File: src/rtl/dff_reg_arbiter.sv
// Round-robin write arbiter/sequencer for one shared enabled-DFF register.
// Ports: clk, reset (async, low), req/wdata in, clr in; gnt, reg_en, q, busy, wr_id, wr_count out.
module dff_reg_arbiter #(
  parameter int N_REQ = 4,
  parameter int WIDTH = 8,
  parameter int IDW   = 2
) (
  input  logic                   clk,
  input  logic                   reset,
  input  logic [N_REQ-1:0]       req,
  input  logic [N_REQ*WIDTH-1:0] wdata,
  input  logic                   clr,
  output logic [N_REQ-1:0]       gnt,
  output logic                   reg_en,
  output logic [WIDTH-1:0]       q,
  output logic                   busy,
  output logic [IDW-1:0]         wr_id,
  output logic [15:0]            wr_count
);

  typedef enum logic [1:0] {
    S_IDLE  = 2'd0,
    S_GRANT = 2'd1,
    S_WRITE = 2'd2,
    S_CLEAR = 2'd3
  } state_t;

  state_t           state_q, state_d;
  logic [WIDTH-1:0] q_q, q_d;
  logic [WIDTH-1:0] hold_q, hold_d;
  logic [IDW-1:0]   winner_q, winner_d;
  logic [IDW-1:0]   ptr_q, ptr_d;
  logic [IDW-1:0]   wr_id_q, wr_id_d;
  logic [15:0]      wr_count_q, wr_count_d;

  logic [IDW-1:0]   pick;
  logic             pick_vld;
  logic             win_req;
  logic [WIDTH-1:0] win_data;
  logic [IDW-1:0]   ptr_inc;

  // Rotating search: first set req bit at or above ptr, wrapping.
  always_comb begin
    pick     = '0;
    pick_vld = 1'b0;
    for (int i = 0; i < N_REQ; i++) begin
      int j;
      j = int'(ptr_q) + i;
      if (j >= N_REQ) j = j - N_REQ;
      if (!pick_vld && req[j]) begin
        pick_vld = 1'b1;
        pick     = IDW'(j);
      end
    end
  end

  assign win_req  = req[winner_q];
  assign win_data = wdata[int'(winner_q)*WIDTH +: WIDTH];

  assign ptr_inc = (winner_q == IDW'(N_REQ-1)) ?
                   '0 : winner_q + IDW'(1);

  always_comb begin
    state_d    = state_q;
    q_d        = q_q;
    hold_d     = hold_q;
    winner_d   = winner_q;
    ptr_d      = ptr_q;
    wr_id_d    = wr_id_q;
    wr_count_d = wr_count_q;
    unique case (state_q)
      S_IDLE: begin
        if (clr) begin
          state_d = S_CLEAR;
        end else if (pick_vld) begin
          winner_d = pick;
          state_d  = S_GRANT;
        end
      end
      S_GRANT: begin
        // A withdrawn request drops back to IDLE untouched.
        if (win_req) begin
          hold_d  = win_data;
          state_d = S_WRITE;
        end else begin
          state_d = S_IDLE;
        end
      end
      S_WRITE: begin
        q_d     = hold_q;
        wr_id_d = winner_q;
        ptr_d   = ptr_inc;
        if (wr_count_q != 16'hFFFF)
          wr_count_d = wr_count_q + 16'd1;
        state_d = S_IDLE;
      end
      S_CLEAR: begin
        q_d     = '0;
        state_d = S_IDLE;
      end
      default: state_d = S_IDLE;
    endcase
  end

  always_ff @(posedge clk or negedge reset) begin
    if (!reset) begin
      state_q    <= S_IDLE;
      q_q        <= '0;
      hold_q     <= '0;
      winner_q   <= '0;
      ptr_q      <= '0;
      wr_id_q    <= '0;
      wr_count_q <= '0;
    end else begin
      state_q    <= state_d;
      q_q        <= q_d;
      hold_q     <= hold_d;
      winner_q   <= winner_d;
      ptr_q      <= ptr_d;
      wr_id_q    <= wr_id_d;
      wr_count_q <= wr_count_d;
    end
  end

  // Grant follows the live request so a withdrawal masks it at once.
  always_comb begin
    gnt = '0;
    if (state_q == S_GRANT && win_req)
      gnt[winner_q] = 1'b1;
  end

  assign reg_en   = (state_q == S_WRITE);
  assign busy     = (state_q != S_IDLE);
  assign q        = q_q;
  assign wr_id    = wr_id_q;
  assign wr_count = wr_count_q;

endmodule
File: config.mk
export PLATFORM = sky130hd
export DESIGN_NAME = dff_reg_arbiter
export DESIGN_NICKNAME = d
export VERILOG_FILES = /design/src/rtl/dff_reg_arbiter.sv
export SDC_FILE = /design/constraint.sdc
export NUM_CORES = 1
export LEC_CHECK = 0
export BUFFER_PORTS_ARGS = -buffer_cell sky130_fd_sc_hd__buf_2
export CORE_UTILIZATION = 30
export DETAILED_ROUTE_END_ITERATION = 12
export PLACE_DENSITY_LB_ADDON = 0.08
export SYNTH_ARGS = -nofsm -noshare
export SYNTH_HDL_FRONTEND = slang
export SYNTH_SLANG_ARGS = --single-unit
File: constraint.sdc
create_clock -name clk -period 2.3 [get_ports clk]
set_clock_uncertainty 0.1 [all_clocks]
set_input_delay 0.46 -clock clk [delete_from_list [all_inputs] [get_ports clk]]
set_output_delay 0.46 -clock clk [all_outputs]
set_load 0.005 [all_outputs]
* Yosys cells after proc, flatten, opt, wreduce, memory -nomap -nowiden
Index checks and enable logic that the tools add are counted.
Storage, ports and cells: register bits after elaboration 40, input port bits 39, output and inout port bits 32, word-level logic and storage cells 84
Operators by class: add/sub/neg operators 9, order comparisons 10, eq/ne operators 6, shifts and indexed selects 1, mux-type cells 35, bitwise operators 1, reduce and logical (&&, ||, !) cells 15
Operator list (number):
- < comparator 32 x 4 -> 1 bit, second input constant | 4
- 2-to-1 mux 32 bit | 4
- variable part select 32 x 6 -> 8 bit | 1
- adder 16 x 1 -> 16 bit, second input constant | 1
- 2-to-1 mux 2 bit | 8
- != test 16 bit, second input constant | 1
- case mux 8 bit (2 select lines) | 1
- 2-to-1 mux 1 bit | 14
- subtractor 3 x 3 -> 4 bit, second input constant | 3
- binary-select mux 1 bit (select 2 bit) | 5
- greater-or-equal comparator 3 bit, second input constant | 3
- adder 2 x 2 -> 3 bit, second input constant | 2
- equality test 2 bit, second input constant | 3
- case mux 2 bit (3 select lines) | 1
- logical AND 1 bit | 5
- 2-to-1 mux 4 bit | 1
- AND reduction 2 bit | 2
- nonzero test 2 bit | 2
- subtractor 2 x 3 -> 4 bit, second input constant | 1
- adder 2 x 1 -> 3 bit, second input constant | 1
- greater-or-equal comparator 2 x 3 -> 1 bit, second input constant | 1
- logical NOT 1 bit | 3
- < comparator 2 x 3 -> 1 bit, second input constant | 1
- != test 3 bit, second input constant | 1
- other kinds (8) | 8

* Longest topological paths before layout
Gate-level depths: netlist (run 1).
depth after elaboration 18, depth in mapped cells 6, gate-level depth less buffers 5

* Worst setup path before layout (run 1)
OpenSTA, ideal clock, no wires.
kind reg-to-reg, start register winner_q[0], end register hold_q[1], library setup time 0.125 ns, data arrival time 1.501 ns, data required time 2.075 ns, setup slack 0.574 ns, cell stages (with the launch flop) 4, path buffers 1, cells stage by stage dfrtp_1 > buf_2 > mux4_2 > mux2_2
On the way: word-level cells in the longest chain between the ends 3, elaborated cells between the ends (all ways) 4, classes of those cells shift: 1; mux: 2; reduce/logical: 1
RTL lines:
- start, declared | RTL line 31 | logic [IDW-1:0] winner_q, winner_d;
- start signal, assigned | RTL line 118 | winner_q <= winner_d;
- branches (longest 3 deep; another with variable part select 32 x 6 -> 8 bit)
- end signal, assigned | RTL line 117 | hold_q <= hold_d;
- end, declared | RTL line 30 | logic [WIDTH-1:0] hold_q, hold_d;
Several ways; the timed one is not identified. The select of a mux whose other input is x is not followed. A chain may end at the register's enable or synchronous reset.

* Worst setup path after layout (run 1)
start register winner_q[0], end output port gnt[0]
On the way: word-level cells in the longest chain between the ends 5, elaborated cells between the ends (all ways) 9, classes of those cells order compare: 2; mux: 5; reduce/logical: 2
RTL lines:
- < comparator 2 x 3 -> 1 bit (implied by the code) or greater-or-equal comparator 2 x 1 -> 1 bit (tied branches) | RTL line 129 | gnt[winner_q] = 1'b1;
- logical AND 1 bit (implied by the code) | RTL line 129
- 2-to-1 mux 1 bit (implied by the code) | RTL line 129
- demux 1 bit (select 2 bit) | RTL line 129
- 2-to-1 mux 4 bit (*) | RTL line 128 | if (state_q == S_GRANT && win_req)
- end, declared | RTL line 13 | output logic [N_REQ-1:0] gnt,
Mark *: on every way between the ends. The rest lies on a longest branch, timed or not. The select of a mux whose other input is x is not followed.

==> results.env, run 1 <==
NUMBER_OF_RESIZED_INSTANCES_IN_THE_POST_CTS_REPAIR_STEP=0
SLEW_VIOL_FINAL=0
FILLERINSTANCES=692
TRITONCTS='yes'
WORST_R2R_PATH_DEPTH=5
YOSYSTOPAREACELLSHARE_PCT=47.3
WORSTSKEWPAIRLATENCY_PS=290
DIE_AREA_UM2=7390
SYNTHDISTINCTLIBCELLS=38
REG2REG_SETUP_SLACK_PS=410
LAYOUT-AREA-OVERHEAD-VS-SYNTH_PCT=28.6
RR_STARTPOINT='wr_count[1]'
FIRSTDRTPASSITERS=4
YS_TOP_CELLS_BY_COUNT='dfrtp_1, nand2_1, inv_1'
SYNTH.AREA.TOP_CELLS='dfrtp_1, mux4_2, mux2_2'
DPL-INSTANCE-AREA_UM2=2610
DATA_ARRIVAL_AT_THE_ENDPOINT_OF_THE_CRITICAL_PATH_PS=1530
FINAL_HOLD_VIO_COUNT=0
NETLIST_AREA_UM2=2120
SEQ_AREA_UM2=1000
GRT_SETUP_UNREPAIRED='no'
DR.FIRST_ITER.DRC_COUNT=84
SHARE_OF_ASYNC_SETTABLE_OR_ASYNC_RESETTABLE_FLOPS_AFTER_SYNTHESIS_PCT=100
NUMCTSBUFFERS=5
ANTENNA_FOUND_INITIAL=0
AVGROUTEDWIREPERCELL_UM=12.9
PLACE.GP.CONGESTION=0.762
WORST_HOLD_PATH_TYPE='input port to async pin'
CLOCKROOTBUFFER='clkbuf_8'
WORST_SLEW_PIN_SLEW_PS=522
MULTIINPUTGATEAREA_UM2=1010
PERIOD_UTILIZATION_PCT=91.1
IR_WORST_VDD_uV=307
NUMBER_OF_HOLD_REPAIR_BUFFERS_ADDED_AT_THE_CTS_STAGE=0
PLACEMENTROWS=30
MAX_FREQ_MHz=477
WHS_PS=125
WORST_SETUP_PATH_START_KIND='flop'
SYN-INSTANCE-COUNT=192
SETUP_VIOLATIONS=0
ANTENNA_CELLS=0
WIRE_LENGTH_OF_THE_FIRST_GLOBAL_ROUTING_PASS_MM=8.16
LAYOUT.NETS=314
DIE_H_UM=86.0
ROUTED_WIRELENGTH_MM=4.73
LAYOUT-DRIVE-GT1-SHARE_PCT=41.3
POWER_DENSITY_nW_PER_UM2=1030
DRC=0
OUTCOME='finished clean'
PLACEMENT.IO_BUFFERS=70
FINAL_CORE_UTIL_PCT=40.1
TIMING.CRITICAL_PATH.TO_TYPE='primary output'
FP.COREAREA_UM2=6790
CLOCK-SINKS=40
YOSYS_WARNINGS=0
R2R_END='wr_count[1]'
COUNT_OF_FLIP_FLOPS_WITH_A_BUILT_IN_ENABLE_AFTER_SYNTHESIS=0
CELL_ACCOUNTING_FOR_THE_MOST_SYNTHESIZED_AREA='dfrtp_1'
DRV_CAP=0
VIA_COUNT=1667
CTS_BUFFER_DEPTH=2
ANTENNA_VIOLATING_NETS_POST_ROUTE=0
CLOCK_PIN_SLEW_WORST_SETUP_AND_HOLD_PATHS_PS=80
GROUTE.USAGE.OVERALL_PCT=14.0
FIN_TNS_SETUP_PS=0
GRT_START_MAX_NET_PINS=41
FINAL.MIN_CLOCK_PERIOD_PS=2090
DIE_W_UM=86.0
DRT-VIAS-PER-INSTANCE=4.54
DOMINANTREGCELLSYNTH='dfrtp_1'
HTREE_NUM_LEVELS=2
CRITICAL_PATH_PEAK_FANOUT=7
FIRST_GLOBAL_VIAS=1679
POST-CTS-SETUP-BUFFERS=0
GLOBALROUTEOVERFLOWTOTAL=0
DP.FINAL_HPWL_MM=3.60
SYN-NUM-NETS=236
YOSYSMOSTFREQUENTCELL='dfrtp_1'
FLOORPLAN.INITIALDENSITY_PCT=31.1
YS_SEQ_ELEMENTS=40
SLEW_HEADROOM_PCT=65.0
TOP_LEVEL_PORTS=71
CP_DATA_REQUIRED_TIME_PS=1740
FINAL_DESIGN_AREA_NO_FILL_UM2=2720
SEQ_AREA_FRAC_SYNTH_PCT=47.3
POWER.TOTAL_mW=2.80
LEAKAGEPOWER_nW=1.37
POST_SYN_AREA_PER_CELL_UM2=11.0
CRITPATHKIND='flop to primary output'
## how the worst max path moves through the flow
stage               slack (ps)  depth (start not counted)   startpoint          end
finish                     210                          5  winner_q[0]       gnt[0]
detailed placement         390                          5  wr_count[1]  wr_count[1]
global placement           390                          5  wr_count[1]  wr_count[1]
CTS                        170                          5  winner_q[0]       gnt[0]
floorplan                  570                          3  winner_q[0]    hold_q[1]
global route               100                          5  winner_q[0]       gnt[0]
## cells by family after synthesis
| family | count (synthesis) | synth area share, % |
|---|---|---|
| AND/OR/NAND/NOR | 62 | 16.9 |
| flip-flops | 40 | 47.3 |
| AO/OA/AOI/OAI | 25 | 6.68 |
| buffers and inverters | 25 | 4.73 |
| multiplexers | 23 | 16.4 |
| XOR/XNOR | 12 | 4.97 |
| adder cells (fa/ha/maj) | 5 | 2.96 |
## power breakdown
group	leakage, nW	switching [mW]	internal, mW
combinational	0.800	0.486	0.566
sequential	0.514	0.219	0.940
clock	0.0541	0.267	0.321
total	1.37	0.972	1.83
## cell type report
| cell class | instances | area share [%] |
|---|---|---|
| timing repair buffer | 77 | 14.8 |
| clock buffer | 5 | 2.53 |
| clock inverter | 3 | 1.56 |
| inverter | 19 | 2.62 |
| tap | 96 | 4.41 |
| sequential | 40 | 36.8 |
| multi-input combinational | 127 | 37.3 |
## sequential cells by signal, indices dropped and copies added, names as in the netlist
name,flops
ptr_q,2
hold_q,8
wr_count,16
state_q,2
wr_id,2
q,8
winner_q,2
## worst max-delay path, cell delays in order (launching register included)
cell and delay [ps]:
dfrtp_1 480, mux2i_1 160, nand2_1 80, nand4b_1 240, nor2_1 150, buf_2 120
## layout by cell type (no fill, tap or decap), types with 2 or more instances in the layout
master / synthesis / routed
a21oi_1: 5 / 5
buf_2: 4 / 70
buf_4: 0 / 7
clkbuf_8: 0 / 5
dfrtp_1: 40 / 40
ha_1: 5 / 5
inv_1: 19 / 19
mux2_2: 10 / 10
mux2i_1: 4 / 4
mux4_2: 8 / 8
nand2_1: 22 / 22
nand2b_1: 2 / 2
nand3_1: 7 / 7
nand4_2: 3 / 3
nand4b_1: 2 / 2
nor2_1: 6 / 6
nor3_1: 5 / 5
nor4_1: 4 / 4
o21ai_0: 14 / 14
or2_2: 2 / 2
xnor2_1: 2 / 2
xor2_1: 10 / 10
## per-layer routing
layer  global-route usage [%]  wire [um]  up-vias  part of all wire (%)
li1                         -          -      831                     -
met1                     18.7       2320      768                    49
met2                     21.9       2080       64                    44
met3                     3.95        276        4                   5.8
met4                     4.55         46        0                  0.97
met5                        0          0        -                     0
## metrics by stage
step / setup slack (ps) / cells
global placement: 394 / 359
detailed placement: 392 / 359
global route: 100 / 367
finish: 205 / 367
floorplan: 574 / 192
CTS: 167 / 367
Power figures use the tool's default switching activity.
==> run 2: changes to the inputs <==
--- a/config.mk
+++ b/config.mk
@@ -5,7 +5,9 @@
 export SDC_FILE = /design/constraint.sdc
 export NUM_CORES = 1
 export LEC_CHECK = 0
+export ABC_AREA = 1
 export BUFFER_PORTS_ARGS = -buffer_cell sky130_fd_sc_hd__buf_2
+export CORE_MARGIN = 10
 export CORE_UTILIZATION = 30
 export DETAILED_ROUTE_END_ITERATION = 12
 export PLACE_DENSITY_LB_ADDON = 0.08
==> run 2 against run 1 <==
- register-to-register slack gained 110 ps
- utilization fell by 2.9 points
- die area is 66% higher
- clock-buffer cell count increased by 1
- synthesized cell count grew 76%
==> results.env, run 2 <==
POWER_DENSITY_nW_PER_UM2=1060  # was 1030 nW/um2
SYNTH-ADDER-AREA-SHARE_PCT=2.52  # was 2.96%
LAYOUT_COMMON_CELLS='nand2_1, buf_2, dfrtp_1'  # was buf_2, dfrtp_1, nand2_1
SYN-INSTANCE-COUNT=338  # was 192
GROUTE.USAGE.OVERALL_PCT=10.8  # was 14.0%
SYNTH.AREA.TOP_CELLS='dfrtp_1, nand2_1, o21ai_0'  # was dfrtp_1, mux4_2, mux2_2
ANTENNA_FOUND_INITIAL=0  # unchanged
NETLIST_AREA_UM2=2480  # was 2120 um2
CELL_ACCOUNTING_FOR_THE_MOST_SYNTHESIZED_AREA='dfrtp_1'  # unchanged
LAYOUT-DRIVE-GT1-SHARE_PCT=25.4  # was 41.3%
DRC=0  # unchanged
YOSYSMOSTFREQUENTCELL='nand2_1'  # was dfrtp_1
FIN_TNS_SETUP_PS=0  # unchanged
TIMING.CRITICAL_PATH.TO_TYPE='primary output'  # unchanged
MULTIINPUTGATEAREA_UM2=1230  # was 1010 um2
AVGROUTEDWIREPERCELL_UM=13.1  # was 12.9 um
FINAL_HOLD_VIO_COUNT=0  # unchanged
NUMBER_OF_HOLD_REPAIR_BUFFERS_ADDED_AT_THE_CTS_STAGE=0  # unchanged
RR_STARTPOINT='wr_count[0]'  # was wr_count[1]
NUMPLACEDINSTANCES=510  # was 359
PLACE_WS_PS=351  # was 392 ps
WORSTSETUPSTARTPOINT='state_q[1]'  # was winner_q[0]
NUMBER_OF_RESIZED_INSTANCES_IN_THE_POST_CTS_REPAIR_STEP=0  # unchanged
TOP_LEVEL_PORTS=71  # unchanged
SYN-NUM-NETS=382  # was 236
POST-CTS-SETUP-BUFFERS=0  # unchanged
DOMINANTREGCELLSYNTH='dfrtp_1'  # unchanged
CLOCK-SINKS=40  # unchanged
CRITICAL_PATH_PEAK_FANOUT=10  # was 7
LAYOUT.NETS=456  # was 314
CPPEAKSTAGEDELAY_PS=400  # was 480 ps
SEQ_AREA_FRAC_SYNTH_PCT=40.4  # was 47.3%
R2R_END='wr_count[9]'  # was wr_count[1]
PLACEMENTROWS=33  # was 30
FIRSTDRTPASSITERS=4  # unchanged
LAYOUT-AREA-OVERHEAD-VS-SYNTH_PCT=22.0  # was 28.6%
DIE_W_UM=111  # was 86.0 um
ANTENNA_VIOLATING_NETS_POST_ROUTE=0  # unchanged
COMPOUND_GATE_PORTION_OF_THE_SYNTHESIZED_AREA_PCT=13.3  # was 6.68%
ANTENNA_CELLS=0  # unchanged
REG2REG_SETUP_SLACK_PS=520  # was 410 ps
GLOBALROUTEOVERFLOWTOTAL=0  # unchanged
LARGEST_FAMILY_OF_LOGIC_CELLS_BY_SYNTHESIZED_AREA='simple AND/OR/NAND/NOR gates'  # unchanged
DIE_H_UM=111  # was 86.0 um
SYNTHDISTINCTLIBCELLS=34  # was 38
WORSTSKEWPAIRLATENCY_PS=290  # about the same
CRIT_PATH_TOP_DELAY_CELL='dfrtp_1'  # unchanged
COUNT_OF_FLIP_FLOPS_WITH_A_BUILT_IN_ENABLE_AFTER_SYNTHESIS=0  # unchanged
DRV_CAP=0  # unchanged
SLEW_VIOL_FINAL=0  # unchanged
SHARE_OF_ASYNC_SETTABLE_OR_ASYNC_RESETTABLE_FLOPS_AFTER_SYNTHESIS_PCT=100  # unchanged
DATA_ARRIVAL_AT_THE_ENDPOINT_OF_THE_CRITICAL_PATH_PS=1550  # was 1530 ps
WORST_R2R_PATH_DEPTH=9  # was 5
SLEW_HEADROOM_PCT=63.6  # was 65.0%
CP_DATA_REQUIRED_TIME_PS=1740  # about the same
FINALWORSTSETUPSLACK_PS=193  # was 205 ps
GRT_SETUP_UNREPAIRED='no'  # unchanged
SETUP_VIOLATIONS=0  # unchanged
CRITPATHKIND='flop to primary output'  # unchanged
YOSYS.AREA_SHARE.XOR_XNOR_PCT=3.18  # was 4.97%
GRT_START_MAX_NET_PINS=41  # unchanged
YS_SEQ_ELEMENTS=40  # unchanged
CLOCKROOTBUFFER='clkbuf_8'  # unchanged
PERIOD_UTILIZATION_PCT=91.6  # was 91.1%
CELL_CHAIN_CRITICAL_PATH='inv_2 -> nand3_1 -> a31oi_4 -> inv_1 -> nor2_1 -> buf_2'  # was mux2i_1 -> nand2_1 -> nand4b_1 -> nor2_1 -> buf_2
FLOORPLAN.INITIALDENSITY_PCT=30.5  # was 31.1%
DR.FIRST_ITER.DRC_COUNT=104  # was 84
FILLERINSTANCES=877  # was 692
YOSYSTOPAREACELLSHARE_PCT=40.4  # was 47.3%
IR_WORST_VDD_uV=479  # was 307 uV
LARGEST_REGISTER_FFS=16  # unchanged
DIE_AREA_UM2=12300  # was 7390 um2
WIRE_LENGTH_OF_THE_FIRST_GLOBAL_ROUTING_PASS_MM=11.3  # was 8.16 mm
FINAL.MIN_CLOCK_PERIOD_PS=2110  # was 2090 ps
WORST_SETUP_PATH_START_KIND='flop'  # unchanged
WORST_SLEW_PIN_SLEW_PS=546  # was 522 ps
YOSYS-MUX-AREA-FRACTION_PCT=0  # was 16.4%
PLACE.GP.CONGESTION=0.781  # was 0.762
NUMCTSBUFFERS=5  # unchanged
VIA_COUNT=2328  # was 1667
POST_SYN_AREA_PER_CELL_UM2=7.34  # was 11.0 um2
DRT-VIAS-PER-INSTANCE=4.49  # was 4.54
POST_LAYOUT_NONFILLER_INSTANCES=518  # was 367
TRITONCTS='yes'  # unchanged
LEAKAGEPOWER_nW=1.56  # was 1.37 nW
YS_TOP_CELLS_BY_COUNT='nand2_1, dfrtp_1, o21ai_0'  # was dfrtp_1, nand2_1, inv_1
FINAL_COMMON_CELL='nand2_1'  # was buf_2
FIRST_GLOBAL_VIAS=2302  # was 1679
CTS_BUFFER_DEPTH=2  # unchanged
CLOCK_PIN_SLEW_WORST_SETUP_AND_HOLD_PATHS_PS=90  # was 80 ps
OUTCOME='finished clean'  # unchanged
YOSYS_WARNINGS=0  # unchanged
SEQ_AREA_UM2=1000  # unchanged
DP.FINAL_HPWL_MM=5.24  # was 3.60 mm
PLACEMENT.IO_BUFFERS=70  # unchanged
WORST_HOLD_PATH_TYPE='input port to async pin'  # unchanged
FP.COREAREA_UM2=8130  # was 6790 um2
MAX_FREQ_MHz=475  # was 477 MHz
FINAL_CORE_UTIL_PCT=37.2  # was 40.1%
ROUTED_WIRELENGTH_MM=6.81  # was 4.73 mm
HTREE_NUM_LEVELS=2  # unchanged
SYNTHSIMPLEGATEAREAFRAC_PCT=30.7  # was 16.9%
run 2: changes by cell type in the layout (fill, tap and decap cells not counted), sizes merged, moves of 4 or more:
cell / before / now
nand2: 22 / 102
mux2i: 4 / 0
inv: 19 / 43
mux4: 8 / 0
nand3: 7 / 21
nor2: 7 / 38
o21ai: 14 / 45
mux2: 11 / 0
o22ai: 1 / 8
nor4: 5 / 0
a21oi: 5 / 1
run 2: cells by family after synthesis:
kind of cell    Yosys count
buf+inv                  53
flops                    40
simple gates            175
compound gates           56
fa+ha+maj                 5
xor+xnor                  9
run 2: final cells by class:
type                            count  share of cell area [%]
Multi-Input combinational cell    245                    40.7
Clock buffer                        6                    2.73
Tap cell                          105                    4.34
Inverter                           44                    5.71
Sequential cell                    40                    33.1
Clock inverter                      2                   0.331
Timing Repair Buffer               76                    13.1
run 2: metrics by stage:
stage | area, um2 | hold WS, ps | power, mW
2_1_floorplan | 2480 | 64.4 | 2.27
3_3_place_gp | 2930 | 363 | 2.76
3_5_place_dp | 2930 | 372 | 2.76
4_1_cts | 3030 | 142 | 3.28
5_1_grt | 3030 | 179 | 3.55
6_report | 3030 | 120 | 3.21
run 2: how the worst max path moves through the flow:
stage	depth (start not counted)	end	slack, ps
finish	6	gnt[2]	190
global route	6	gnt[0]	60
CTS	6	gnt[2]	180
detailed placement	8	gnt[2]	350
global placement	8	gnt[1]	380
floorplan	6	gnt[0]	510
run 2: routing by layer:
layer / part of all wire [%] / global-route usage, % / vias to the layer above
li1: - / - / 1227
met1: 46 / 13.8 / 1052
met4: 1.2 / 3.13 / 0
met3: 4.6 / 2.71 / 5
met5: 0 / 0 / -
met2: 49 / 17.4 / 44
run 2: power by group:
part	internal, mW	leakage [nW]	switching (mW)
clock network	0.240	0.0510	0.260
registers	0.950	0.520	0.185
logic	0.574	0.984	1.00
run 2: critical path: cells and delay by family (launching register included):
family | cells | cell delay (ps)
simple gates | 2 | 260
compound gates | 1 | 160
flops | 1 | 400
buf+inv | 3 | 420
